$ cat src/rtl/rob_pkg.sv
// Shared reorder-buffer constants and types, also used by the register file.
package rob_pkg;

    // log2 of the reorder-buffer depth
    localparam int ROB_BIT  = 4;
    localparam int REG_ID_W = 5;
    localparam int XLEN     = 32;

    typedef logic [XLEN-1:0]     word_t;
    typedef logic [REG_ID_W-1:0] reg_id_t;

    // Entry count derived from the index width
    function automatic int rob_size(input int bits);
        return 1 << bits;
    endfunction

endpackage

$ cat src/rtl/rob_query.sv
// One register-file dependency lookup into the reorder buffer, with writeback forwarding.
module rob_query #(
    parameter int   ROB_BIT  = rob_pkg::ROB_BIT,
    localparam int  ROB_SIZE = rob_pkg::rob_size(ROB_BIT)
) (
    input  logic [ROB_BIT-1:0]             get_rob_entry,
    input  logic [ROB_SIZE-1:0]            entry_ready,
    input  logic [ROB_SIZE-1:0][31:0]      entry_value,
    input  logic                           wb_valid,
    input  logic [ROB_BIT-1:0]             wb_rob_entry,
    input  logic [31:0]                    wb_value,
    output logic                           query_ready,
    output logic [31:0]                    query_value
);
    import rob_pkg::*;

    logic  hit;
    word_t stored_value;

    // A writeback landing this cycle is forwarded so the consumer need not wait for the store
    always_comb begin
        hit          = wb_valid && (wb_rob_entry == get_rob_entry);
        stored_value = entry_value[get_rob_entry];
        query_ready  = hit || entry_ready[get_rob_entry];
        query_value  = hit ? wb_value : stored_value;
    end

endmodule

$ cat src/rtl/rob.sv
// Circular reorder buffer: in-order issue, out-of-order writeback, in-order commit with flush.
module rob #(
    parameter int  ROB_BIT  = rob_pkg::ROB_BIT,
    localparam int ROB_SIZE = rob_pkg::rob_size(ROB_BIT)
) (
    input  logic               clk_in,
    input  logic               rst_in,
    input  logic               rdy_in,
    input  logic               issue_valid,
    input  logic [4:0]         issue_reg_id,
    input  logic               issue_is_branch,
    output logic [ROB_BIT-1:0] issue_rob_entry,
    output logic               rob_full,
    input  logic               wb_valid,
    input  logic [ROB_BIT-1:0] wb_rob_entry,
    input  logic [31:0]        wb_value,
    input  logic               wb_mispredict,
    input  logic [31:0]        wb_target_pc,
    input  logic [ROB_BIT-1:0] get_rob_entry1,
    input  logic [ROB_BIT-1:0] get_rob_entry2,
    output logic               ready1,
    output logic [31:0]        value1,
    output logic               ready2,
    output logic [31:0]        value2,
    output logic               rob_commit,
    output logic [4:0]         commit_reg_id,
    output logic [31:0]        commit_reg_data,
    output logic [ROB_BIT-1:0] commit_rob_entry,
    output logic               rob_clear_up,
    output logic [31:0]        clear_pc
);
    import rob_pkg::*;

    localparam logic [ROB_BIT:0]   FULL_COUNT = (ROB_BIT+1)'(ROB_SIZE);
    localparam logic [ROB_BIT:0]   CNT_ONE    = (ROB_BIT+1)'(1);
    localparam logic [ROB_BIT-1:0] PTR_ONE    = ROB_BIT'(1);

    logic [ROB_BIT-1:0] head;
    logic [ROB_BIT-1:0] tail;
    logic [ROB_BIT:0]   count;

    logic [ROB_SIZE-1:0] busy;
    logic [ROB_SIZE-1:0] ready;
    logic [ROB_SIZE-1:0] mispredict;
    logic [ROB_SIZE-1:0] is_branch;

    reg_id_t [ROB_SIZE-1:0] reg_id;
    word_t   [ROB_SIZE-1:0] value;
    word_t   [ROB_SIZE-1:0] target_pc;

    logic issue_fire_p0;
    logic wb_fire_p0;
    logic commit_fire_p0;
    logic flush_p0;

    assign issue_rob_entry = tail;
    assign rob_full        = (count == FULL_COUNT);

    // Stage p0: decide which of issue / writeback / commit / flush happen at this edge
    always_comb begin
        issue_fire_p0  = rdy_in && issue_valid && !rob_full && !rob_clear_up;
        wb_fire_p0     = rdy_in && wb_valid && !rob_clear_up && busy[wb_rob_entry];
        commit_fire_p0 = rdy_in && (count != '0) && ready[head];
        flush_p0       = commit_fire_p0 && mispredict[head];
    end

    // Stage p0 -> outputs: pointers, per-entry flags and the registered commit/flush pulses
    always_ff @(posedge clk_in or negedge rst_in) begin
        if (!rst_in) begin
            head             <= '0;
            tail             <= '0;
            count            <= '0;
            busy             <= '0;
            ready            <= '0;
            mispredict       <= '0;
            rob_commit       <= 1'b0;
            rob_clear_up     <= 1'b0;
            commit_reg_id    <= '0;
            commit_reg_data  <= '0;
            commit_rob_entry <= '0;
            clear_pc         <= '0;
        end else begin
            rob_commit   <= commit_fire_p0;
            rob_clear_up <= flush_p0;
            if (commit_fire_p0) begin
                commit_reg_id    <= reg_id[head];
                commit_reg_data  <= value[head];
                commit_rob_entry <= head;
            end
            if (flush_p0) begin
                clear_pc   <= target_pc[head];
                head       <= '0;
                tail       <= '0;
                count      <= '0;
                busy       <= '0;
                ready      <= '0;
                mispredict <= '0;
            end else begin
                if (issue_fire_p0) begin
                    busy[tail]       <= 1'b1;
                    ready[tail]      <= 1'b0;
                    mispredict[tail] <= 1'b0;
                    tail             <= tail + PTR_ONE;
                end
                if (wb_fire_p0) begin
                    ready[wb_rob_entry]      <= 1'b1;
                    mispredict[wb_rob_entry] <= wb_mispredict && is_branch[wb_rob_entry];
                end
                if (commit_fire_p0) begin
                    busy[head]       <= 1'b0;
                    ready[head]      <= 1'b0;
                    mispredict[head] <= 1'b0;
                    head             <= head + PTR_ONE;
                end
                unique case ({issue_fire_p0, commit_fire_p0})
                    2'b10:   count <= count + CNT_ONE;
                    2'b01:   count <= count - CNT_ONE;
                    default: ;
                endcase
            end
        end
    end

    // Entry payloads; only ever read once busy/ready qualify them, so they carry no reset
    always_ff @(posedge clk_in) begin
        if (issue_fire_p0) begin
            reg_id[tail]    <= issue_reg_id;
            is_branch[tail] <= issue_is_branch;
        end
        if (wb_fire_p0) begin
            value[wb_rob_entry]     <= wb_value;
            target_pc[wb_rob_entry] <= wb_target_pc;
        end
    end

    rob_query #(.ROB_BIT(ROB_BIT)) u_query1 (
        .get_rob_entry (get_rob_entry1),
        .entry_ready   (ready),
        .entry_value   (value),
        .wb_valid      (wb_valid),
        .wb_rob_entry  (wb_rob_entry),
        .wb_value      (wb_value),
        .query_ready   (ready1),
        .query_value   (value1)
    );

    rob_query #(.ROB_BIT(ROB_BIT)) u_query2 (
        .get_rob_entry (get_rob_entry2),
        .entry_ready   (ready),
        .entry_value   (value),
        .wb_valid      (wb_valid),
        .wb_rob_entry  (wb_rob_entry),
        .wb_value      (wb_value),
        .query_ready   (ready2),
        .query_value   (value2)
    );

endmodule

$ cat config.mk
export PLATFORM = sky130hd
export DESIGN_NAME = rob
export DESIGN_NICKNAME = d
export VERILOG_FILES = /design/src/rtl/rob_pkg.sv /design/src/rtl/rob_query.sv /design/src/rtl/rob.sv
export SDC_FILE = /design/constraint.sdc
export NUM_CORES = 2
export LEC_CHECK = 0
export CORE_ASPECT_RATIO = 0.6
export CORE_UTILIZATION = 65
export CTS_BUF_LIST = sky130_fd_sc_hd__clkbuf_8
export DETAILED_ROUTE_END_ITERATION = 8
export PLACE_DENSITY = 0.95
export RECOVER_POWER = 100
export SYNTH_ARGS = -nofsm -noshare
export SYNTH_HDL_FRONTEND = slang
export SYNTH_SLANG_ARGS = --single-unit
$ cat constraint.sdc
create_clock -name clk_in -period 5.85 [get_ports clk_in]
set_input_delay 1.17 -clock clk_in [delete_from_list [all_inputs] [get_ports clk_in]]
set_output_delay 1.17 -clock clk_in [all_outputs]
set_load 0.01 [all_outputs]
* After elaboration in Yosys (flattened, before gate mapping)
Index checks and enable logic that the tools add are counted.
Word-level totals: memories 0, bits in read-only memories 0, register bits 1256, word-level logic and storage cells 171, bits in latches 0, output and inout port bits 146, input bits 88, memory bits (writable) 0
Cells by class: shift-type cells 0, divide/modulo/power cells 0, bitwise gates (word level) 9, order comparisons 8, muxes and demuxes 61, reduce and logical (&&, ||, !) cells 23, $add $sub $neg 4, equal/unequal tests 5, $mul 0
Operators by type and width (number):
- $bwmux 512 | 2
- $bmux 32 s4 | 4
- $mux 16 | 16
- $mux 32 | 7
- $demux 32 s4 | 1
- $and 16x16->16 | 5
- $bwmux 80 | 1
- $bwmux 16 | 2
- $not 16->16 | 2
- $or 16x16->16 | 2
- $lt 4x5->1 const B | 5
- $bmux 1 s4 | 6
- $bmux 5 s4 | 1
- $demux 5 s4 | 1
- $mux 4 | 4
- $logic_and 1x1->1 | 15
- $mux 5 | 3
- $demux 1 s4 | 3
- $ge 4x1->1 const B | 3
- $pmux 5 s2 | 1
- $mux 1 | 9
- $add 4x1->4 const B | 2
- $eq 4x4->1 | 2
- $add 5x1->5 const B | 1
- 9 further kinds | 12

* Longest topological paths before layout
word-level depth 14, depth in mapped cells 13, depth with buffers taken out 11

* Cells and area by module
From an unflattened synthesis, not the netlist that was laid out.
Second synthesis, totals: cell total of the unflattened synthesis 2851, area total of the unflattened synthesis 56927.1 um2
By module, submodules not included:
- rob | area an instance 48261.3 um2, seq. area each 37035.5 um2, times used 1, cells each 2213
- rob_query | area an instance 4332.9 um2, seq. area each 0.0 um2, times used 2, cells each 319

* Worst setup path before layout
Ideal clock, no wire load.
path type input -> output, start input get_rob_entry2[0], end output value2[10], cell stages on the path 5, arrival time 3.194 ns, setup slack 1.486 ns, path through clkbuf_1 clkbuf_1 mux4_2 mux4_2 mux2_2
Between the ends: word-level cells in the longest chain between the ends 3, elaborated cells on any way between the ends 5, classes of those cells eq/ne: 1; mux: 3; reduce/logical: 1
RTL lines:
- start, declared | line rob.sv:20 | input logic [ROB_BIT-1:0] get_rob_entry2,
- $bmux 32 s4 or $eq 4x4->1 (tied branches) | line rob_query.sv:23, rob_query.sv:22
- $mux 32 (not written as such) or $logic_and 1x1->1 (tied branches) | line rob_query.sv:23, rob_query.sv:22
- $mux 32 (*) | line rob_query.sv:25 | query_value = hit ? wb_value : stored_value;
- end, declared | line rob.sv:24 | output logic [31:0] value2,
Every way passes the cells marked *; elsewhere a longest branch is shown, timed or not. The select of a mux whose other input is x is not followed.

* Worst setup path in the final report
start register head[1], end register clear_pc[13]
Between the ends: word-level cells in the longest chain between the ends 4, elaborated cells on any way between the ends 8, classes of those cells mux: 6; reduce/logical: 2
RTL lines:
- start, declared | line rob.sv:38 | logic [ROB_BIT-1:0] head;
- start signal, assigned | line rob.sv:113 | head <= head + PTR_ONE;
- $bmux 1 s4 | line rob.sv:63 | commit_fire_p0 = rdy_in && (count != '0) && ready[head];
- $mux 1 (not written as such) | line rob.sv:63
- $logic_and 1x1->1 | line rob.sv:63
- $logic_and 1x1->1 | line rob.sv:64 | flush_p0 = commit_fire_p0 && mispredict[head];
- end signal, assigned | line rob.sv:91 | clear_pc <= target_pc[head];
- end, declared | line rob.sv:30 | output logic [31:0] clear_pc
Several ways; a longest one is shown, not always the timed one. The select of a mux whose other input is x is not followed. A chain may end at the register's enable or synchronous reset.

==> out/summary.txt <==
top cells by area, synth - edfxtp_1 (59%), mux4_2 (27%), dfrtp_1 (6.0%)
Finished Layout Cells - 4295
crit path cell chain - buf_4 > clkbuf_4 > mux4_2 > mux4_2 > mux2_1
Slew HR - -1.84
Storage cell area - 37000 µm²
Site Rows - 83
Post-CTS Setup Repair Bufs - 0
routed via count - 33.0k
crit end category - flip-flop
DR WL/cell - 36.0 µm
PostCTS Resize Cnt - 0
dpl cells - 3979
global-route usage over all layers - 0.357
crit share post-route - 0.942
Post-DP Area - 60900 µm²
post-synth cell types - 48
DR vias/cell - 7.68
CP max stage delay - 2.22 ns
Least-Margin Pin Slew - 4.26 ns
Worst path slowest cell - dfrtp_1
FF+latch count, synth - 1256
largest fanout on the critical path - 61
Sink Count - 1256
initial antenna violation count - 5
most numerous cell on the critical path - mux4_2
vias in the first global route - 33.6k
DRC violations left - 1
maximum vdd drop - 0.388 mV
Avg Cell Area, Syn - 21.0 µm²
outcome - complete, but fails checks
routed wire length - 155000 µm
Top Ports - 234
Worst Path Arrival - 6.23 ns
top cell type's share of synthesized area - 0.591
hold_ws - 0.460 ns
final instance area - 64100 µm²
Max Freq - 181 MHz
Die Y-Extent - 231 µm
kind of critical path - reg2reg
CTS H-Tree Depth - 4
fin crit period - 5.51 ns
RSZ-0062 raised after global routing - false
clock-pin slew on the worst setup and hold paths - 0.07 ns
most common cell in the netlist - edfxtp_1
first-iteration detailed-routing DRC count - 5343
Detailed Routing Iterations Pass 1 - 9
worst skew pair latency - 0.88 ns
syn nets - 2803
Clock Skew - 0.0611 ns
clk buf depth - 3
Top FF cell, synth - edfxtp_1
biggest area consumer among synthesized cells - edfxtp_1
Die Area - 88800 µm²
failing checks - DRC, capacitance limit, slew limit
Die Width - 384 µm
Syn Inst Count - 2705
initial cell density of the core - 0.661
layout cell share with drive strength beyond 1 - 0.355
final setup vio count - 0
Seq/Total Area, Yosys - 0.651
setup tns final - 0 ns
Post-CTS Hold Buffers - 0
Ys Warns - 0
Critical Path Source Type - flip-flop
footprint of the multi-input gates - 18900 µm²
HPWL after DPL - 90500 µm
Root Buffer Master - clkbuf_8
Layout area overhead - 12.7%
Async SR Flop Fraction - 0.108
largest net degree at the start of global routing - 121
first-pass GRT wire length - 226000 µm
Core Region - 86100 µm²
gp weighted congestion - 0.956
Post-synth top cells - edfxtp_1 (1120), mux4_2 (688), nand2_1 (195)
pwr dens - 375 nW/µm²
Final Hold Fails - 0
GRT overflow - 0
DRT antenna net count - 0
CTS tree - yes
Fill cells - 4349
Slew Limit Fails - 394
Port Buffers - 233
layout net count - 3104
P_leak - 21.5 nW
total chip power - 24.0 mW
CP required - 6.57 ns
hold crit path type - reg2reg
EDFF count, synth - 1120
TritonCTS Buffers - 172
Post-Syn Area - 56900 µm²
max cap viols - 13
-- through the flow --
stage	setup WS, ns	util
after detailed placement	0.781	0.708
after floorplan	1.49	-
after CTS	0.760	0.747
after global routing	0.330	0.745
final	0.339	0.745
after global placement	0.822	0.708
-- final timing paths --
| check | start | slack (ns) | depth (start not counted) | end |
|---|---|---|---|---|
| setup / recovery | head[1] | 0.34 | 5 | clear_pc[13] |
| hold / removal | commit_reg_id[4] | 0.46 | 2 | commit_reg_id[4] |
| setup reg to reg | head[1] | 0.34 | 5 | clear_pc[13] |
| hold reg to reg | commit_reg_id[4] | 0.46 | 2 | commit_reg_id[4] |
| max in group asynchronous | rst_in | 1.11 | 2 | commit_reg_data[21] |
| min in group asynchronous | rst_in | 2.08 | 1 | busy[7] |
-- cell type report --
cell class | count | area share
diodes | 1 | 0.0000390
clock buffers | 199 | 0.0427
clock inverters | 116 | 0.0100
inverters | 46 | 0.00301
multi-input cells | 1210 | 0.294
flip-flops and latches | 1256 | 0.578
well taps | 1147 | 0.0224
repair buffers | 320 | 0.0497
-- critical path: cells and delay by family, from the launching register on --
| kind | cells | cell delay (ns) |
|---|---|---|
| mux | 3 | 1.23 |
| flops | 1 | 2.22 |
| buf+inv | 2 | 1.82 |
-- metal layers --
layer,vias up,global-route usage,wire length (µm)
met5,-,0,42
met4,6,0.152,6380
met3,527,0.103,22200
met2,3319,0.543,73800
met1,16900,0.496,52200
li1,12200,-,-
-- cells in the final DEF, fill, tap and decap left out, types with 14 or more instances in the layout --
master	count
edfxtp_1	1120
mux4_2	688
clkbuf_8	200
nand2_1	195
dlygate4sd3_1	193
dfrtp_1	133
inv_1	101
mux2_2	90
nand3_1	34
buf_4	34
clkdlybuf4s50_1	31
nor2_1	30
a21oi_1	24
buf_12	24
o21a_1	22
clkinv_1	17
clkinv_2	16
clkbuf_2	16
clkinvlp_2	15
a22oi_1	14
-- registers in the layout, indices dropped and copies added, names as in the netlist, 5 cells and up --
register,cells
is_branch,16
clear_pc,32
reg_id,80
mispredict,16
count,5
value,512
busy,16
target_pc,512
ready,16
commit_reg_data,32
commit_reg_id,5
-- cells by family after synthesis --
kind of cell / synth area share
compound gates: 0.0103
xor+xnor: 0.00200
fa+ha+maj: 0.00220
buf+inv: 0.0175
flops: 0.651
mux: 0.293
simple gates: 0.0241
-- report_power, final --
group	total (mW)	leakage, nW	internal [mW]	switching (mW)
clock	6.66	2.01	3.37	3.30
sequential	10.8	11.8	10.2	0.549
combinational	6.55	7.64	3.39	3.17
total	24.0	21.5	17.0	7.01
No activity file was read; power rests on OpenSTA's default activity.
